File: src/rtl/cpu_pkg.sv
// Shared CPU pipeline definitions: forwarding selects, Tuse/Tnew encodings and
// the scoreboard entry type used by the hazard controller.
package cpu_pkg;

   localparam logic [1:0] FWD_GRF = 2'd0;
   localparam logic [1:0] FWD_EX  = 2'd1;
   localparam logic [1:0] FWD_MEM = 2'd2;
   localparam logic [1:0] FWD_WB  = 2'd3;

   localparam logic [1:0] TUSE_NONE = 2'd3;

   localparam logic [1:0] TNEW_PC8  = 2'd0;
   localparam logic [1:0] TNEW_ALU  = 2'd1;
   localparam logic [1:0] TNEW_LOAD = 2'd2;

   typedef struct packed {
      logic       we;
      logic [4:0] wa;
      logic [1:0] tnew;
   } sb_entry_t;

   function automatic logic [1:0] tnew_dec(input logic [1:0] t);
      return (t == 2'd0) ? 2'd0 : t - 2'd1;
   endfunction

   // $0 is hard-wired, so a writer targeting it never produces a usable value.
   function automatic logic sb_match(input sb_entry_t e, input logic [4:0] r);
      return e.we && (e.wa == r) && (r != 5'd0);
   endfunction

endpackage

File: src/rtl/md_busy_counter.sv
// Busy window of the multiply/divide unit: loaded when an MD op leaves EX,
// then counts down to zero.
module md_busy_counter #(
   parameter int unsigned MULT_CYC = 5,
   parameter int unsigned DIV_CYC  = 10
) (
   input  logic clk,
   input  logic reset,
   input  logic start,
   input  logic div,
   output logic busy
);

   logic [3:0] count;

   always_ff @(posedge clk) begin
      if (reset) begin
         count <= 4'd0;
      end else if (start) begin
         count <= div ? 4'(DIV_CYC) : 4'(MULT_CYC);
      end else if (count != 4'd0) begin
         count <= count - 4'd1;
      end
   end

   assign busy = (count != 4'd0);

endmodule

File: src/rtl/hazard_scoreboard.sv
// Stall/bubble/forwarding controller for the 5-stage CPU, driven by a shadow
// scoreboard of the writers currently in EX, MEM and WB.
module hazard_scoreboard
   import cpu_pkg::*;
#(
   parameter int unsigned MULT_CYC = 5,
   parameter int unsigned DIV_CYC  = 10
) (
   input  logic       clk,
   input  logic       reset,
   input  logic [4:0] RA1_ID,
   input  logic [4:0] RA2_ID,
   input  logic [1:0] Tuse1_ID,
   input  logic [1:0] Tuse2_ID,
   input  logic [4:0] WA_ID,
   input  logic       GRFWE_ID,
   input  logic [1:0] Tnew_ID,
   input  logic       md_start_ID,
   input  logic       md_div_ID,
   input  logic       md_use_ID,
   output logic       stall,
   output logic       idex_flush,
   output logic [1:0] fwd_rs_ID,
   output logic [1:0] fwd_rt_ID,
   output logic [1:0] fwd_a_EX,
   output logic [1:0] fwd_b_EX,
   output logic       md_busy
);

   sb_entry_t  ex_e, mem_e, wb_e;
   logic [4:0] ex_ra1, ex_ra2;
   logic       ex_md_start, ex_md_div;
   logic       data_stall, md_stall;

   // First matching stage wins; it is a source only once its value exists.
   // WB tnew is always 0 by construction, so its check never blocks a match.
   function automatic logic [1:0] pick(input sb_entry_t e, input logic [4:0] r,
                                       input logic [1:0] sel, input logic [1:0] rest);
      if (sb_match(e, r)) return (e.tnew == 2'd0) ? sel : FWD_GRF;
      return rest;
   endfunction

   function automatic logic src_stall(input logic [4:0] r, input logic [1:0] tuse,
                                      input sb_entry_t ex, input sb_entry_t mem);
      if (tuse == TUSE_NONE) return 1'b0;
      return (sb_match(ex, r) && ex.tnew > tuse) || (sb_match(mem, r) && mem.tnew > tuse);
   endfunction

   always_comb begin
      data_stall = src_stall(RA1_ID, Tuse1_ID, ex_e, mem_e) |
                   src_stall(RA2_ID, Tuse2_ID, ex_e, mem_e);
      md_stall   = md_use_ID && (md_busy || ex_md_start);
      stall      = data_stall | md_stall;
      idex_flush = stall;
      fwd_rs_ID  = pick(ex_e, RA1_ID, FWD_EX, pick(mem_e, RA1_ID, FWD_MEM, pick(wb_e, RA1_ID, FWD_WB, FWD_GRF)));
      fwd_rt_ID  = pick(ex_e, RA2_ID, FWD_EX, pick(mem_e, RA2_ID, FWD_MEM, pick(wb_e, RA2_ID, FWD_WB, FWD_GRF)));
      fwd_a_EX   = pick(mem_e, ex_ra1, FWD_MEM, pick(wb_e, ex_ra1, FWD_WB, FWD_GRF));
      fwd_b_EX   = pick(mem_e, ex_ra2, FWD_MEM, pick(wb_e, ex_ra2, FWD_WB, FWD_GRF));
   end

   // ID -> EX -> MEM -> WB scoreboard advance; a stall injects a bubble into EX.
   always_ff @(posedge clk) begin
      if (reset) begin
         ex_e        <= '0;
         mem_e       <= '0;
         wb_e        <= '0;
         ex_ra1      <= 5'd0;
         ex_ra2      <= 5'd0;
         ex_md_start <= 1'b0;
         ex_md_div   <= 1'b0;
      end else begin
         wb_e  <= '{we: mem_e.we, wa: mem_e.wa, tnew: tnew_dec(mem_e.tnew)};
         mem_e <= '{we: ex_e.we, wa: ex_e.wa, tnew: tnew_dec(ex_e.tnew)};
         if (stall) begin
            ex_e        <= '0;
            ex_ra1      <= 5'd0;
            ex_ra2      <= 5'd0;
            ex_md_start <= 1'b0;
            ex_md_div   <= 1'b0;
         end else begin
            ex_e        <= '{we: GRFWE_ID, wa: WA_ID, tnew: Tnew_ID};
            ex_ra1      <= RA1_ID;
            ex_ra2      <= RA2_ID;
            ex_md_start <= md_start_ID;
            ex_md_div   <= md_div_ID;
         end
      end
   end

   md_busy_counter #(
      .MULT_CYC(MULT_CYC),
      .DIV_CYC (DIV_CYC)
   ) u_md_busy_counter (
      .clk  (clk),
      .reset(reset),
      .start(ex_md_start),
      .div  (ex_md_div),
      .busy (md_busy)
   );

endmodule

File: config.mk
export PLATFORM = sky130hd
export DESIGN_NAME = hazard_scoreboard
export DESIGN_NICKNAME = d
export VERILOG_FILES = /design/src/rtl/cpu_pkg.sv /design/src/rtl/md_busy_counter.sv /design/src/rtl/hazard_scoreboard.sv
export SDC_FILE = /design/constraint.sdc
export NUM_CORES = 1
export LEC_CHECK = 0
export ABC_AREA = 1
export BUFFER_PORTS_ARGS = -buffer_cell sky130_fd_sc_hd__buf_4
export CORE_MARGIN = 1.5
export CORE_UTILIZATION = 44
export CTS_BUF_LIST = sky130_fd_sc_hd__clkbuf_16
export CTS_CLUSTER_SIZE = 40
export DETAILED_ROUTE_END_ITERATION = 7
export GPL_TIMING_DRIVEN = 0
export PLACE_DENSITY_LB_ADDON = 0.08
export SLEW_MARGIN = 20
export SYNTH_ARGS = -nofsm -noshare
export SYNTH_HDL_FRONTEND = slang
export SYNTH_SLANG_ARGS = --single-unit
File: constraint.sdc
create_clock -name clk -period 4.7 [get_ports clk]
set_clock_uncertainty 0.1 [all_clocks]
set_input_delay 0.47 -clock clk [delete_from_list [all_inputs] [get_ports clk]]
set_output_delay 0.47 -clock clk [all_outputs]
set_load 0.005 [all_outputs]
Yosys cells after proc, flatten, opt, wreduce, memory -nomap -nowiden
Index checks and enable logic that the tools add are counted.
{ "word_totals": {"inputBits": 27, "elab_cells": 117, "reg_bits": 40} }
{ "classes": {"muxes": 42, "eq_ne": 12, "order_cmp": 4, "bitwise_logic": 2, "add_sub_neg": 3, "reduce_logical": 40} }
{ "op_table": {"columns": ["cell", "n"], "rows": [
  ["5-bit == test", 10],
  ["2-bit two-way mux", 22],
  ["1-bit logical AND", 25],
  ["5-bit nonzero test", 4],
  ["1-bit two-way mux", 17],
  ["4-bit two-way mux", 3],
  ["2-bit greater-than comparator", 4],
  ["2-bit logical NOT", 3],
  ["2-bit OR reduction", 3],
  ["2-bit == test (second input constant)", 2],
  ["4-bit nonzero test", 1],
  ["2-bit by 1-bit subtractor with 2-bit output (second input constant)", 2],
  ["4-bit by 1-bit subtractor with 4-bit output (second input constant)", 1],
  ["1-bit logical OR", 3],
  ["1-bit bitwise OR", 2],
  ["2-bit nonzero test", 1]
]} }

Depth between registers and ports, before layout
{ "depth": {"word_depth": 9, "mapped_depth": 12, "ltp_nobuf": 11} }

Hierarchy
A second synthesis with hierarchy kept.
{ "unflattened": {"hier_cells": 360, "area_unflattened_um2": 2352.3} }
{ "modules_own_cells": {"columns": ["module", "instances", "area_each_um2", "cells_each"], "rows": [
  ["hazard_scoreboard", 1, 2103.3, 320],
  ["md_busy_counter", 1, 249.0, 40]
]} }

Worst setup path before layout
Ideal clock, no wire load.
{ "synth_path": {"path_type": "input-to-output", "from": "input Tuse2_ID[1]", "to": "output stall", "path_slack_ns": 2.691, "arrival_ns": 1.439, "path_buffers": 1, "stages": 9, "cell_sequence": "inv_1 -> ha_1 -> a21oi_1 -> a21oi_1 -> nand3_2 -> nand2_1 -> nand2_2 -> nand3_1 -> buf_4"} }
{ "synth_between": {"elab_chain_cells": 6} }
{ "synth_rtl": {"columns": ["element", "line", "source"], "rows": [
  ["start, declared", "hazard_scoreboard.sv:14", "input logic [1:0] Tuse2_ID,"],
  ["2-bit greater-than comparator", "hazard_scoreboard.sv:46", "return (sb_match(ex, r) && ex.tnew > tuse) || (sb_match(mem, r) && mem.tnew > tuse);"],
  ["1-bit logical AND", "hazard_scoreboard.sv:46", null],
  ["1-bit logical OR", "hazard_scoreboard.sv:46", null],
  ["1-bit two-way mux (*)", "hazard_scoreboard.sv:46", null],
  ["1-bit bitwise OR (*)", "hazard_scoreboard.sv:50", "data_stall = src_stall(RA1_ID, Tuse1_ID, ex_e, mem_e) |"],
  ["1-bit bitwise OR (*)", "hazard_scoreboard.sv:53", "stall = data_stall | md_stall;"],
  ["end, declared", "hazard_scoreboard.sv:21", "output logic stall,"]
]} }
Mark *: on every way between the ends. The rest lies on a longest branch, timed or not.

Worst setup path after layout
{ "layout_path": {"from": "register mem_e[5] (netlist name)", "to": "output stall"} }
{ "layout_between": {"elab_chain_cells": 8} }
{ "layout_rtl": {"columns": ["element", "line", "source"], "rows": [
  ["start, declared", "hazard_scoreboard.sv:30", "sb_entry_t ex_e, mem_e, wb_e;"],
  ["start signal, assigned", "hazard_scoreboard.sv:73", "mem_e <= '{we: ex_e.we, wa: ex_e.wa, tnew: tnew_dec(ex_e.tnew)};"],
  ["5-bit == test", "cpu_pkg.sv:28", "return e.we && (e.wa == r) && (r != 5'd0);"],
  ["1-bit logical AND (2 in a row)", "cpu_pkg.sv:28", null],
  ["1-bit logical AND", "hazard_scoreboard.sv:46", null],
  ["1-bit logical OR", "hazard_scoreboard.sv:46", null],
  ["1-bit two-way mux", "hazard_scoreboard.sv:46", null],
  ["1-bit bitwise OR (*)", "hazard_scoreboard.sv:50", null],
  ["1-bit bitwise OR (*)", "hazard_scoreboard.sv:53", null]
]} }
Marks and branches as above.

==> impl_metrics.csv <==
group,metric,value,unit
sta,timing.final.hold_violations,0,
placed_design,io_buffer_count,36,
clock_tree,cts_num_sinks,40,
layout,area_growth,22.7,%
min_path,hold_path_startpoint,"WA_ID[2]",
detailed_routing,wl_met1,2.96,mm
detailed_routing,first_iter_violations,137,
logic_synthesis,synthMostInstantiatedCell,"sky130_fd_sc_hd__nand2_1",
clock_tree,clockRootBuffer,"sky130_fd_sc_hd__clkbuf_16",
sta,fmax,414,MHz
worst_setup_path,crit_path_max_incr_delay,0.48,ns
sta,rsz_0062_raised_after_global_routing,"false",
sta,worst_pin_slew,0.491,ns
outcome,run_status,"complete, no violations",
detailed_routing,wl,6.39,mm
clock_tree,clock_tree.buffer_depth,2,
sta,final_setup_violation_count,0,
sta,finalSetupTns,0,ns
layout,final_layout_size_suffix_gt1_share,20.3,%
logic_synthesis,ys_dominant_reg_cell,"sky130_fd_sc_hd__dfxtp_1",
worst_setup_path,critPathKind,"register to primary output",
worst_setup_path,critical_path.reg2reg.startpoint,"mem_e[5]$_SDFF_PP0_",
detailed_routing,routed-wl-met2,2.89,mm
power,finalPower,1240,uW
detailed_routing,routed_via_density,5.12,
worst_setup_path,crit_path_end_kind,"primary output",
worst_setup_path,worst-path-buf-inv,3,
power,ir_drop,214,uV
die,placementRows,26,
die,total_core_area,5170,um2
grt,grt_antenna_before_repair,0,
worst_setup_path,arrival_worst_endpoint,1.84,ns
worst_setup_path,critPathRequiredTime,4.13,ns
logic_synthesis,synth-async-reset-ratio,0,%
die,die_area,5880,um2
layout,num_antenna_cells,0,
logic_synthesis,ys_ff_latch,40,
die,die_h,76.7,um
logic_synthesis,post_synth_main_area_contributors,"sky130_fd_sc_hd__dfxtp_1 (34%), sky130_fd_sc_hd__nand2_1 (12%), sky130_fd_sc_hd__inv_1 (9.9%), sky130_fd_sc_hd__ha_1 (6.3%), sky130_fd_sc_hd__nor2_2 (5.2%)",
flow_run,drv_cap,0,
placed_design,globalplace.congestion,0.933,
layout,nets,433,
logic_synthesis,yosysUniqueCellTypes,33,
die,ioPinCount,38,
detailed_routing,routedWlPerCell,13.8,um
detailed_routing,antenna_left,0,
die,initial_util,46.2,%
logic_synthesis,synth.cell_area,2390,um2
clock_tree,cts_tree,"built",
grt,leftover_overflow_at_the_end_of_global_routing,0,
sta,fin_crit_sh,51.4,%
die,chip_width,76.7,um
logic_synthesis,post_synth_inst_count,351,
logic_synthesis,synthTopCellsByCount,"sky130_fd_sc_hd__nand2_1 (75), sky130_fd_sc_hd__inv_1 (63), sky130_fd_sc_hd__dfxtp_1 (40)",
detailed_routing,route.top_layer_used,"met4",
grt,grt_first_pass_wirelength,10.8,mm
min_path,worst_hold_path_type,"input port to register",
grt,grtUsageTotal,23.5,%
logic_synthesis,total_nets_after_synthesis,390,
logic_synthesis,ys_seq_area_share,33.5,%
logic_synthesis,syn_avg_cell_area,6.80,um2
power,power_density_cells,422,nW/um2
worst_setup_path,crit_family,"simple AND/OR/NAND/NOR gates",
worst_setup_path,crit_chain,"inv_2, a21oi_1, nand2_1, nor2_1, nand3_1, nand2_1, nand2_2, nand3_1, buf_4, buf_4",
worst_setup_path,path_max_fanout,6,
placed_design,hpwl_dp,4.88,mm
layout,finish.utilization,56.7,%
logic_synthesis,post-synth-top-area-fraction,33.5,%
clock_tree,ctsResizeCount,0,
detailed_routing,routed-wl-met3,394,um
clock_tree,cts_made_buffers,5,
clock_tree,worstSkewPairLatency,0.28,ns
power,power.leakage,0.00142,uW
detailed_routing,remaining_drc_errors,0,
clock_tree,post-cts-setup-buffer-count,0,
detailed_routing,first_pass_iters,5,
worst_setup_path,worst_path_max_delay_cell,"sky130_fd_sc_hd__dfxtp_1",
worst_setup_path,startpoint,"mem_e[5]$_SDFF_PP0_",
logic_synthesis,synth_edf_count,0,
detailed_routing,dr_total_vias,2375,
grt,grt_start_max_net_pins,13,
logic_synthesis,yosys_warnings,0,
grt,vias_in_the_first_global_route,2265,
clock_tree,htree_levels,2,
clock_tree,clock_pin_slew_on_the_worst_setup_and_hold_paths,0.06,ns
sta,max_slew_margin,67.3,%
layout,stdcell_area,2930,um2
clock_tree,hold_buffers,0,
logic_synthesis,synth_top_cell_by_area,"sky130_fd_sc_hd__dfxtp_1",
sta,period_needed,2.41,ns
placed_design,placement.cell_area,2750,um2
sta,finalMaxSlewViolations,0,
worst_setup_path,critical_path_start_type,"register",
## flip-flops by register name (all words and copies together) (netlist names)
register	flops
mem_e	8
ex_ra1	5
wb_e	8
ex_ra2	5
ex_md_div	1
u_md_busy_counter.count	4
ex_md_start	1
ex_e	8
## worst min-delay path: stages
cell                     delay [ns]
sky130_fd_sc_hd__buf_4         0.07
sky130_fd_sc_hd__inv_1         0.03
sky130_fd_sc_hd__nor2_2        0.08
## area by class of cell
class,instances,area [um2]
fillers,495,2240
repair buffers,36,270
flip-flops and latches,40,801
plain buffers,6,46.3
well taps,70,87.6
clock buffers,5,125
clock inverters,2,60.1
inverters,70,263
multi-input cells,235,1280
## placed cells by master (no fill, tap or decap), types with 2 or more instances in the layout
cell type / n
sky130_fd_sc_hd__nor2_2: 20
sky130_fd_sc_hd__nor4_1: 3
sky130_fd_sc_hd__nand2_1: 75
sky130_fd_sc_hd__dfxtp_1: 40
sky130_fd_sc_hd__a211oi_1: 3
sky130_fd_sc_hd__o2111ai_1: 2
sky130_fd_sc_hd__bufinv_16: 2
sky130_fd_sc_hd__xnor2_1: 4
sky130_fd_sc_hd__nor2_1: 32
sky130_fd_sc_hd__buf_4: 38
sky130_fd_sc_hd__buf_6: 2
sky130_fd_sc_hd__xor2_1: 5
sky130_fd_sc_hd__clkbuf_16: 5
sky130_fd_sc_hd__ha_1: 12
sky130_fd_sc_hd__nand3_1: 15
sky130_fd_sc_hd__nand2_2: 2
sky130_fd_sc_hd__a21oi_1: 13
sky130_fd_sc_hd__inv_2: 7
sky130_fd_sc_hd__nand4_1: 5
sky130_fd_sc_hd__o21ai_0: 11
sky130_fd_sc_hd__inv_1: 63
sky130_fd_sc_hd__o22ai_1: 14
sky130_fd_sc_hd__nor3_1: 9
## kinds of logic after synthesis
logic type	after synthesis	share of synthesized area (%)
xor+xnor	9	3.30
fa+ha+maj	12	6.29
compound gates	47	11.5
flops	40	33.5
buf+inv	76	12.9
simple gates	167	32.4
## final timing paths
path / to / slack (ns) / cells past startpoint
worst max-delay path: stall / 2.29 / 10
worst min-delay path: ex_e[4]$_SDFF_PP0_ / 0.30 / 3
worst max register to register: ex_ra2[3]$_SDFF_PP0_ / 2.89 / 10
worst min register to register: wb_e[0]$_SDFF_PP0_ / 0.32 / 1
## metrics by stage
| stage | cells | hold WS (ns) | setup WS [ns] |
|---|---|---|---|
| 2_1_floorplan | 351 | 0.291 | 2.69 |
| 3_3_place_gp | 457 | 0.306 | 2.42 |
| 3_5_place_dp | 457 | 0.309 | 2.43 |
| 4_1_cts | 464 | 0.304 | 2.28 |
| 5_1_grt | 464 | 0.314 | 2.14 |
| 6_report | 464 | 0.303 | 2.29 |
## report_power, final
part	total, uW	internal (uW)	switching, uW
logic	358	153	205
clock network	440	301	139
registers	438	393	45.2
## metal layers
| metal | vias up | GRT usage (%) |
|---|---|---|
| li1 | 1201 | - |
| met1 | 1063 | 30.7 |
| met2 | 97 | 38.5 |
| met3 | 14 | 3.81 |
| met4 | 0 | 9.44 |
| met5 | - | 0 |
(Power assumes the default switching activity.)
